## src/rtl/run_control.sv

```systemverilog
// run_control: core-side sequencer for the execution start interface.
// Turns the synchronized exec level and the exec_reset hold pulse into core
// reset, run enable, pause and halt controls for the CPU datapath. It reports
// halted/done status and counts the cycles in which the core advanced.
//
// Optional feature (macro RUN_CONTROL_STEP_EN): adds a `step` input. Each
// rising edge of step while paused lets the core advance for exactly one cycle.
//
// Handshake note: there is no valid/ready pairing here. Every input is a level
// sampled on each rising clock edge. Every output is a register that reflects
// the state entered at the most recent edge.
module run_control #(
    parameter int CNT_W = 16
) (
    input  logic             clock,
    input  logic             reset,
    input  logic             exec_sig,
    input  logic             exec_reset,
    input  logic             halt_req,
`ifdef RUN_CONTROL_STEP_EN
    input  logic             step,
`endif
    output logic             run,
    output logic             core_reset,
    output logic             halted,
    output logic             done_pulse,
    output logic [CNT_W-1:0] cycle_count,
    output logic             overflow,
    output logic [2:0]       state_dbg
);

    typedef enum logic [2:0] {
        ST_IDLE   = 3'd0,
        ST_CLEAR  = 3'd1,
        ST_RUN    = 3'd2,
        ST_PAUSE  = 3'd3,
        ST_HALTED = 3'd4
`ifdef RUN_CONTROL_STEP_EN
        ,
        ST_STEP   = 3'd5
`endif
    } state_t;

    localparam logic [CNT_W-1:0] CNT_ONE = {{(CNT_W-1){1'b0}}, 1'b1};

    state_t           state_q, state_d;
    logic             run_q, run_d;
    logic             core_reset_q, core_reset_d;
    logic             halted_q, halted_d;
    logic             done_q, done_d;
    logic [CNT_W-1:0] count_q, count_d;
    logic             ovf_q, ovf_d;

`ifdef RUN_CONTROL_STEP_EN
    logic             step_q;
    logic             step_rise;

    // A step press counts once, on its rising edge only.
    assign step_rise = step & ~step_q;
`endif

    // Next-state selection. exec_reset overrides everything below reset.
    // halt_req outranks the exec level while the core is advancing.
    always_comb begin
        state_d = state_q;
        case (state_q)
            ST_IDLE: begin
                state_d = ST_IDLE;
            end
            ST_CLEAR: begin
                // The hold pulse has ended. A low exec level here means the
                // start was abandoned.
                state_d = exec_sig ? ST_RUN : ST_IDLE;
            end
            ST_RUN: begin
                if (halt_req) begin
                    state_d = ST_HALTED;
                end else if (!exec_sig) begin
                    state_d = ST_PAUSE;
                end
            end
            ST_PAUSE: begin
                // halt_req is meaningless here because the core is frozen.
                if (exec_sig) begin
                    state_d = ST_RUN;
                end
`ifdef RUN_CONTROL_STEP_EN
                else if (step_rise) begin
                    state_d = ST_STEP;
                end
`endif
            end
`ifdef RUN_CONTROL_STEP_EN
            ST_STEP: begin
                // The core executes a single instruction cycle, then pauses
                // again unless that instruction was HLT.
                state_d = halt_req ? ST_HALTED : ST_PAUSE;
            end
`endif
            ST_HALTED: begin
                state_d = ST_HALTED;
            end
            default: begin
                state_d = ST_IDLE;
            end
        endcase
        if (exec_reset) begin
            state_d = ST_CLEAR;
        end
    end

    // Registered outputs are decoded from the state being entered, so they
    // change on the same edge as the state itself.
    always_comb begin
        run_d        = (state_d == ST_RUN);
`ifdef RUN_CONTROL_STEP_EN
        run_d        = run_d | (state_d == ST_STEP);
`endif
        core_reset_d = (state_d == ST_CLEAR);
        halted_d     = (state_d == ST_HALTED);
        // HALTED can only be entered from an advancing state, so the first
        // HALTED cycle is exactly a state change into it.
        done_d       = (state_d == ST_HALTED) && (state_q != ST_HALTED);
    end

    // Cycle counter. It counts the cycle that just ended if the core advanced
    // in it (run_q high), saturates at all-ones with a sticky overflow, and
    // restarts whenever CLEAR is entered.
    always_comb begin
        count_d = count_q;
        ovf_d   = ovf_q;
        if (run_q) begin
            if (&count_q) begin
                ovf_d = 1'b1;
            end else begin
                count_d = count_q + CNT_ONE;
            end
        end
        if (state_d == ST_CLEAR) begin
            count_d = '0;
            ovf_d   = 1'b0;
        end
    end

    // State and output registers with synchronous reset.
    always_ff @(posedge clock) begin
        if (reset) begin
            state_q      <= ST_IDLE;
            run_q        <= 1'b0;
            core_reset_q <= 1'b0;
            halted_q     <= 1'b0;
            done_q       <= 1'b0;
            count_q      <= '0;
            ovf_q        <= 1'b0;
        end else begin
            state_q      <= state_d;
            run_q        <= run_d;
            core_reset_q <= core_reset_d;
            halted_q     <= halted_d;
            done_q       <= done_d;
            count_q      <= count_d;
            ovf_q        <= ovf_d;
        end
    end

`ifdef RUN_CONTROL_STEP_EN
    // Previous step level, used for rising-edge detection.
    always_ff @(posedge clock) begin
        if (reset) begin
            step_q <= 1'b0;
        end else begin
            step_q <= step;
        end
    end
`endif

    assign run         = run_q;
    assign core_reset  = core_reset_q;
    assign halted      = halted_q;
    assign done_pulse  = done_q;
    assign cycle_count = count_q;
    assign overflow    = ovf_q;
    assign state_dbg   = state_q;

    // The core must never be enabled while it is being held in reset.
    a_run_excl_reset: assert property (@(posedge clock) !(run_q && core_reset_q));

    // done_pulse lasts a single cycle.
    a_done_single: assert property (@(posedge clock) disable iff (reset)
        done_q |=> !done_q);

endmodule

```

## config.mk

```make
export PLATFORM = sky130hd
export DESIGN_NAME = run_control
export DESIGN_NICKNAME = d
export VERILOG_FILES = /design/src/rtl/run_control.sv
export SDC_FILE = /design/constraint.sdc
export NUM_CORES = 1
export LEC_CHECK = 0
export BUFFER_PORTS_ARGS = -buffer_cell sky130_fd_sc_hd__clkbuf_2
export CAP_MARGIN = 20
export CORE_MARGIN = 4
export CORE_UTILIZATION = 45
export DETAILED_ROUTE_END_ITERATION = 8
export GPL_TIMING_DRIVEN = 1
export PLACE_DENSITY = 0.66
export SYNTH_ARGS = -nofsm -noshare
export SYNTH_HDL_FRONTEND = slang
export SYNTH_SLANG_ARGS = --single-unit
```

## constraint.sdc

```tcl
create_clock -name clock -period 4.5 [get_ports clock]
set_input_delay 0.9 -clock clock [delete_from_list [all_inputs] [get_ports clock]]
set_output_delay 0.9 -clock clock [all_outputs]
set_load 0.005 [all_outputs]
```

* Word-level counts from Yosys, hierarchy flattened
Cells that the tools add are included.
** Storage, ports and cells
- Memories :: 0
- Latch bits :: 0
- Output and inout bits :: 24
- Memory bits (writable) :: 0
- Input bits :: 5
- Flip-flop bits (word level) :: 24
- Logic and storage cells :: 28
- Memory bits (read-only) :: 0
** Operators by class
- Divide/modulo/power cells :: 0
- Multiplexer cells :: 6
- Add/sub/neg operators :: 1
- Reduce and logical (&&, ||, !) cells :: 5
- Magnitude comparators :: 0
- Equal/unequal tests :: 8
- Bitwise operators :: 1
- Shift-type cells :: 0
- Multiply operators :: 0
** Operator list (count)
- 17-bit AND reduction :: 1
- 16-bit by 1-bit adder with 16-bit output (second input constant) :: 1
- 16-bit AND reduction :: 1
- 3-bit two-way mux :: 4
- 3-bit case mux with 4 select lines :: 1
- 3-bit by 2-bit equality test with 1-bit output (second input constant) :: 3
- 3-bit by 1-bit equality test with 1-bit output (second input constant) :: 2
- 3-bit equality test (second input constant) :: 2
- 3-bit != test (second input constant) :: 1
- 2-bit two-way mux :: 1
- 2-bit AND reduction :: 1
- 2-bit OR reduction :: 1
- 1-bit logical AND :: 1
- 1-bit NOT :: 1

* Logic depth before layout (Yosys ltp)
- Depth after elaboration :: 6
- Depth in mapped cells :: 6
- Mapped depth without buffers :: 5

* Least setup slack after synthesis
OpenSTA, ideal clock, no wires.
- Kind :: input-to-reg
- From :: input port exec_reset
- To :: register count_q[7] (netlist: cycle_count[7])
- Path slack :: 2.516 ns
- Buffers on the path :: 1
- Data arrival time :: 1.909 ns
- Cell stages on the path :: 4
- Required time :: 4.426 ns
- Setup time :: 0.074 ns
- Path through :: or2_2 clkbuf_1 or4_1 o21ai_0
** Between the ends
- Longest elaborated chain between the ends :: 3
** RTL lines
- start: declaration :: line 18 : input logic exec_reset,
- 3-bit two-way mux :: line 107 : if (exec_reset) begin
- 3-bit by 1-bit equality test with 1-bit output :: line 139 : if (state_d == ST_CLEAR) begin
- 2-bit OR reduction (no source line)
- end signal: assignment :: line 161 : count_q <= count_d;
- end: declaration :: line 51 : logic [CNT_W-1:0] count_q, count_d;
No other way between the ends.
A chain may end at the register's enable or synchronous reset.

* Worst setup path after layout
- From :: register count_q[0] (netlist: cycle_count[0])
- To :: register count_q[3] (netlist: cycle_count[3])
** Between the ends
- Longest elaborated chain between the ends :: 3
- Elaborated cells between the ends (all ways) :: 4
- Those cells by class :: 1 x add/sub; 1 x bitwise; 2 x reduce/logical
** RTL lines
- parallel branches: the longest is 3 deep, another holds 16-bit by 1-bit adder with 16-bit output
Several ways; the timed one is not identified.

==> results by stage <==
Layout:
- The area of all placed cells without fillers is 0.001306 mm^2.
- The layout cell share with drive strength beyond 1 is 27.70%.
- The number of fill cells in the layout is 223.
- 0 antenna diodes ended up in the layout.
- Excluding fillers, the count of instances in the completed layout stands at 176.
- Compared with the post-synthesis result, the final layout area differs by 19.45%.
- The number of nets in the layout is 155.
- The fraction of the core area covered by cells at the end of the flow is 57.94%.

Setup path:
- The critical path is of the reg2reg type.
- The arrival time at the worst endpoint is 2.23 ns.
- The buffers plus inverters on the worst setup path is 0.
- The startpoint type of the worst setup path is a register.
- The worst setup path is captured at a register.
- The largest single stage delay on the critical path is 0.68 ns.
- The biggest fanout along the worst timing path is 17.
- The cell family contributing the most delay on the critical path is compound AO/OA/AOI/OAI gates.
- The cell with the biggest individual delay on the critical path is o41ai_4.
- The required time of the critical path is 4.76 ns.
- Walking the worst path, the cells encountered are ha_1 > nand4_1 > o41ai_4 > o21ai_0 > a21oi_1.

Synthesis:
- Yosys mapped a number of flops with a built-in enable equal to 0.
- Yosys attributes the largest share of cell area to dfxtp_1 44%, a21oi_1 5.9%, o31ai_1 4.8%.
- The share of flip-flops with an asynchronous set or reset is 0%.
- The share of the Yosys chip area taken by registers is 43.94%.
- The average instance in the mapped netlist occupies 9.189 um^2.
- Summed over all instances, the cell type with the most area after synthesis is dfxtp_1.
- The most common flop cell mapped by yosys is dfxtp_1.
- The count of distinct cell types in the synthesized netlist is 34.
- dfxtp_1 is the most common cell in the netlist.
- Synthesis produced a netlist with a net count of 125.
- In this run, synthesis produced a sequential element count of 24.
- The commonest cells after synthesis are 24 x dfxtp_1, 13 x a21oi_1, 8 x nor2_1.
- In this run the cell area of the synthesized design comes to 0.001094 mm^2.
- The post-synthesis instance total is 119.
- The warning count from the yosys run is 0.
- The fraction of post-synthesis cell area in the top cell type by area is 43.94%.

STA:
- The maximum clock frequency is 507.6 MHz.
- Setup repair after global routing left no endpoint under its margin.
- The number of max-slew violations in the final report is 0.
- The worst path needs 1.970 ns of the cycle, external delays included.
- The final worst-path cycle share is 43.78%.
- In the final timing run, aggregate negative setup slack is 0 ns.
- The worst hold slack across all endpoints is 0.4973 ns.
- The transition time of the tightest slew-check pin is 0.7639 ns.
- The final setup skew is 0.001522 ns.
- The final hold violation count was 0.
- The worst pin sits at a relative slew slack of 48.90%.
- The final worst setup slack is 2.530 ns.
- The number of endpoints failing setup at the final stage is 0.

Clock network:
- The later pin in the worst-skew pair is clocked with a latency of 0.31 ns.
- The clock tree from TritonCTS is built.
- In this run the number of H-tree levels came out at 1.
- For this design, the sink count on the clock tree is 24.
- The clock tree root driver cell is clkbuf_4.
- Post-CTS repair changed the size of 0 cells.
- In this run the deepest clock path goes through 2 buffers.
- The number of buffers inserted during clock tree synthesis is 3.
- The clock slew at the register clock pins of the worst setup and hold paths is 0.14 ns.
- The hold buffer count at CTS is 0.
- The number of setup buffers added after CTS is 0.

Pwr:
- Sequential cells burn 55.8% of the power.
- In this run, the combinational gates consume 3.4% of the power.
- In this run switching power makes up 20.01% of total power.
- The clock network power share is 40.8%.
- The design internal power is 309.1 uW.
- The worst voltage drop across the vdd grid is 0.2181 mV.
- Summed over all nets, the switching power comes to 77.32 uW.
- The overall power after layout is 386.4 uW.
- For this design the static power due to leakage is 0.4835 nW.
- For this design the ratio of total power to cell area is 295.8 mW/mm^2.

Place:
- The count of buffers added on input and output ports is 28.
- Once placement finished, the instance area stood at 0.001254 mm^2.
- The detailed-placement wirelength estimate is 1777 um.
- Before CTS, the worst setup slack after placement is 2.339 ns.
- The instance count after placement with tap cells included is 172.
- The routability congestion estimate from global placement is 0.7486.

Drt:
- The remaining routing DRC violations is 0.
- The wire length reported by the detailed router is 2476 um.
- After detailed routing, the average wire length per cell comes to 14.07 um.
- In this run the remaining antenna-violating nets after routing total 0.
- Dividing the detail-routed via count by the number of cells gives 5.915.
- The first TritonRoute pass finished after 4 iterations.
- The via count of the routed design is 1041.
- The violation count after the first detailed-route iteration is 22.

Global routing:
- The most crowded layer after global routing is met2.
- Global routing consumed, on the met2 layer, 27.08% of the routing resources.
- The total track usage is 15.73%.
- The first global-routing pass estimated 4215 um of wire.
- The met3 track demand over resource is 2.489%.
- Global routing used 19.81% of the available met1 tracks.
- The maximum number of pins on one net before global-route repair is 20.
- The via count of the first global-routing pass is 962.
- The leftover overflow at the end of global routing is 0.
- The initial antenna violation count is 0.

Run:
- The tool flagged a number of max-cap violations equal to 0.

Outcome:
- The run finished with clean final reports.

Die:
- The overall die width is 57.30 um.
- The die is 57.30 um tall.
- The floorplan has 17 rows.
- The floorplan step defined a core boundary enclosing 0.002255 mm^2.
- In this run the count of I/O pins placed on the die edge is 29.
- For this configuration, the core starts out at a cell density of 48.50%.
- The die covers 0.003283 mm^2.

Min path:
- The worst min-delay path class is reg2reg.
==> area by class of cell <==
type	instances	area, um^2	share of cell area [%]
sequential	24	480.5	36.78
clock buffer	3	22.52	1.724
tap	28	35.03	2.682
timing repair buffer	28	140.1	10.73
clock inverter	1	30.03	2.299
inverter	4	15.01	1.149
multi-input combinational	88	583.1	44.64
==> cell usage in the layout (no fill, tap or decap), drive strengths merged <==
cell type | netlist | routed
nor4b | 1 | 1
or2 | 1 | 1
nand2b | 1 | 1
o41ai | 2 | 2
nand3 | 6 | 6
clkbuf | 2 | 31
nor2b | 1 | 1
and4b | 1 | 1
nand4 | 5 | 5
o21a | 2 | 2
nor3 | 5 | 5
bufinv | 0 | 1
ha | 1 | 1
mux2i | 1 | 1
dfxtp | 24 | 24
and4 | 4 | 4
xor2 | 1 | 1
o311ai | 1 | 1
or3 | 5 | 5
nor2 | 8 | 8
inv | 4 | 4
a22oi | 1 | 1
o31ai | 7 | 7
a21oi | 13 | 13
nand2 | 6 | 6
o21ai | 6 | 6
a31oi | 1 | 1
or4 | 8 | 8
==> layer usage <==
layer  vias to the layer above  part of all wire (%)
li1                        519                     -
met1                       487                    47
met2                        31                    48
met3                         4                   4.4
met4                         0                  0.77
met5                         -                     0
==> tightest hold or removal path, stage by stage (launching register included) <==
cell and delay (ns):
dfxtp_1 0.36, a21oi_1 0.05, nor2_1 0.07
==> power groups by stage <==
stage / registers, mW / clock network, mW / logic (mW)
floorplan: 0.220 / 0 / 0.00749
global placement: 0.220 / 0 / 0.0127
CTS: 0.216 / 0.160 / 0.0131
global route: 0.216 / 0.168 / 0.0147
detailed placement: 0.220 / 0 / 0.0131
finish: 0.216 / 0.158 / 0.0130
==> final timing paths <==
check             cells after the start             end  slack [ns]           start
setup / recovery                      5  cycle_count[3]        2.53  cycle_count[0]
hold / removal                        2        overflow        0.50        overflow
setup reg to reg                      5  cycle_count[3]        2.53  cycle_count[0]
hold reg to reg                       2        overflow        0.50        overflow
==> state kept, by name, summed over array words and instances, names as in the netlist <==
register and count:
state_dbg 3, done_pulse 1, cycle_count 16, core_reset 1
halted 1, overflow 1, run 1
==> kinds of logic after synthesis <==
logic type	Yosys count	synth area share, %
and+or+nand+nor	52	30.21
adders and majority gates	1	1.144
buffers and inverters	7	2.746
AOI/OAI and AO/OA	33	20.25
DFF	24	43.94
muxes	1	0.9154
xor gates and xnor gates	1	0.8011
Note: power is estimated with default switching activity, not from simulation.
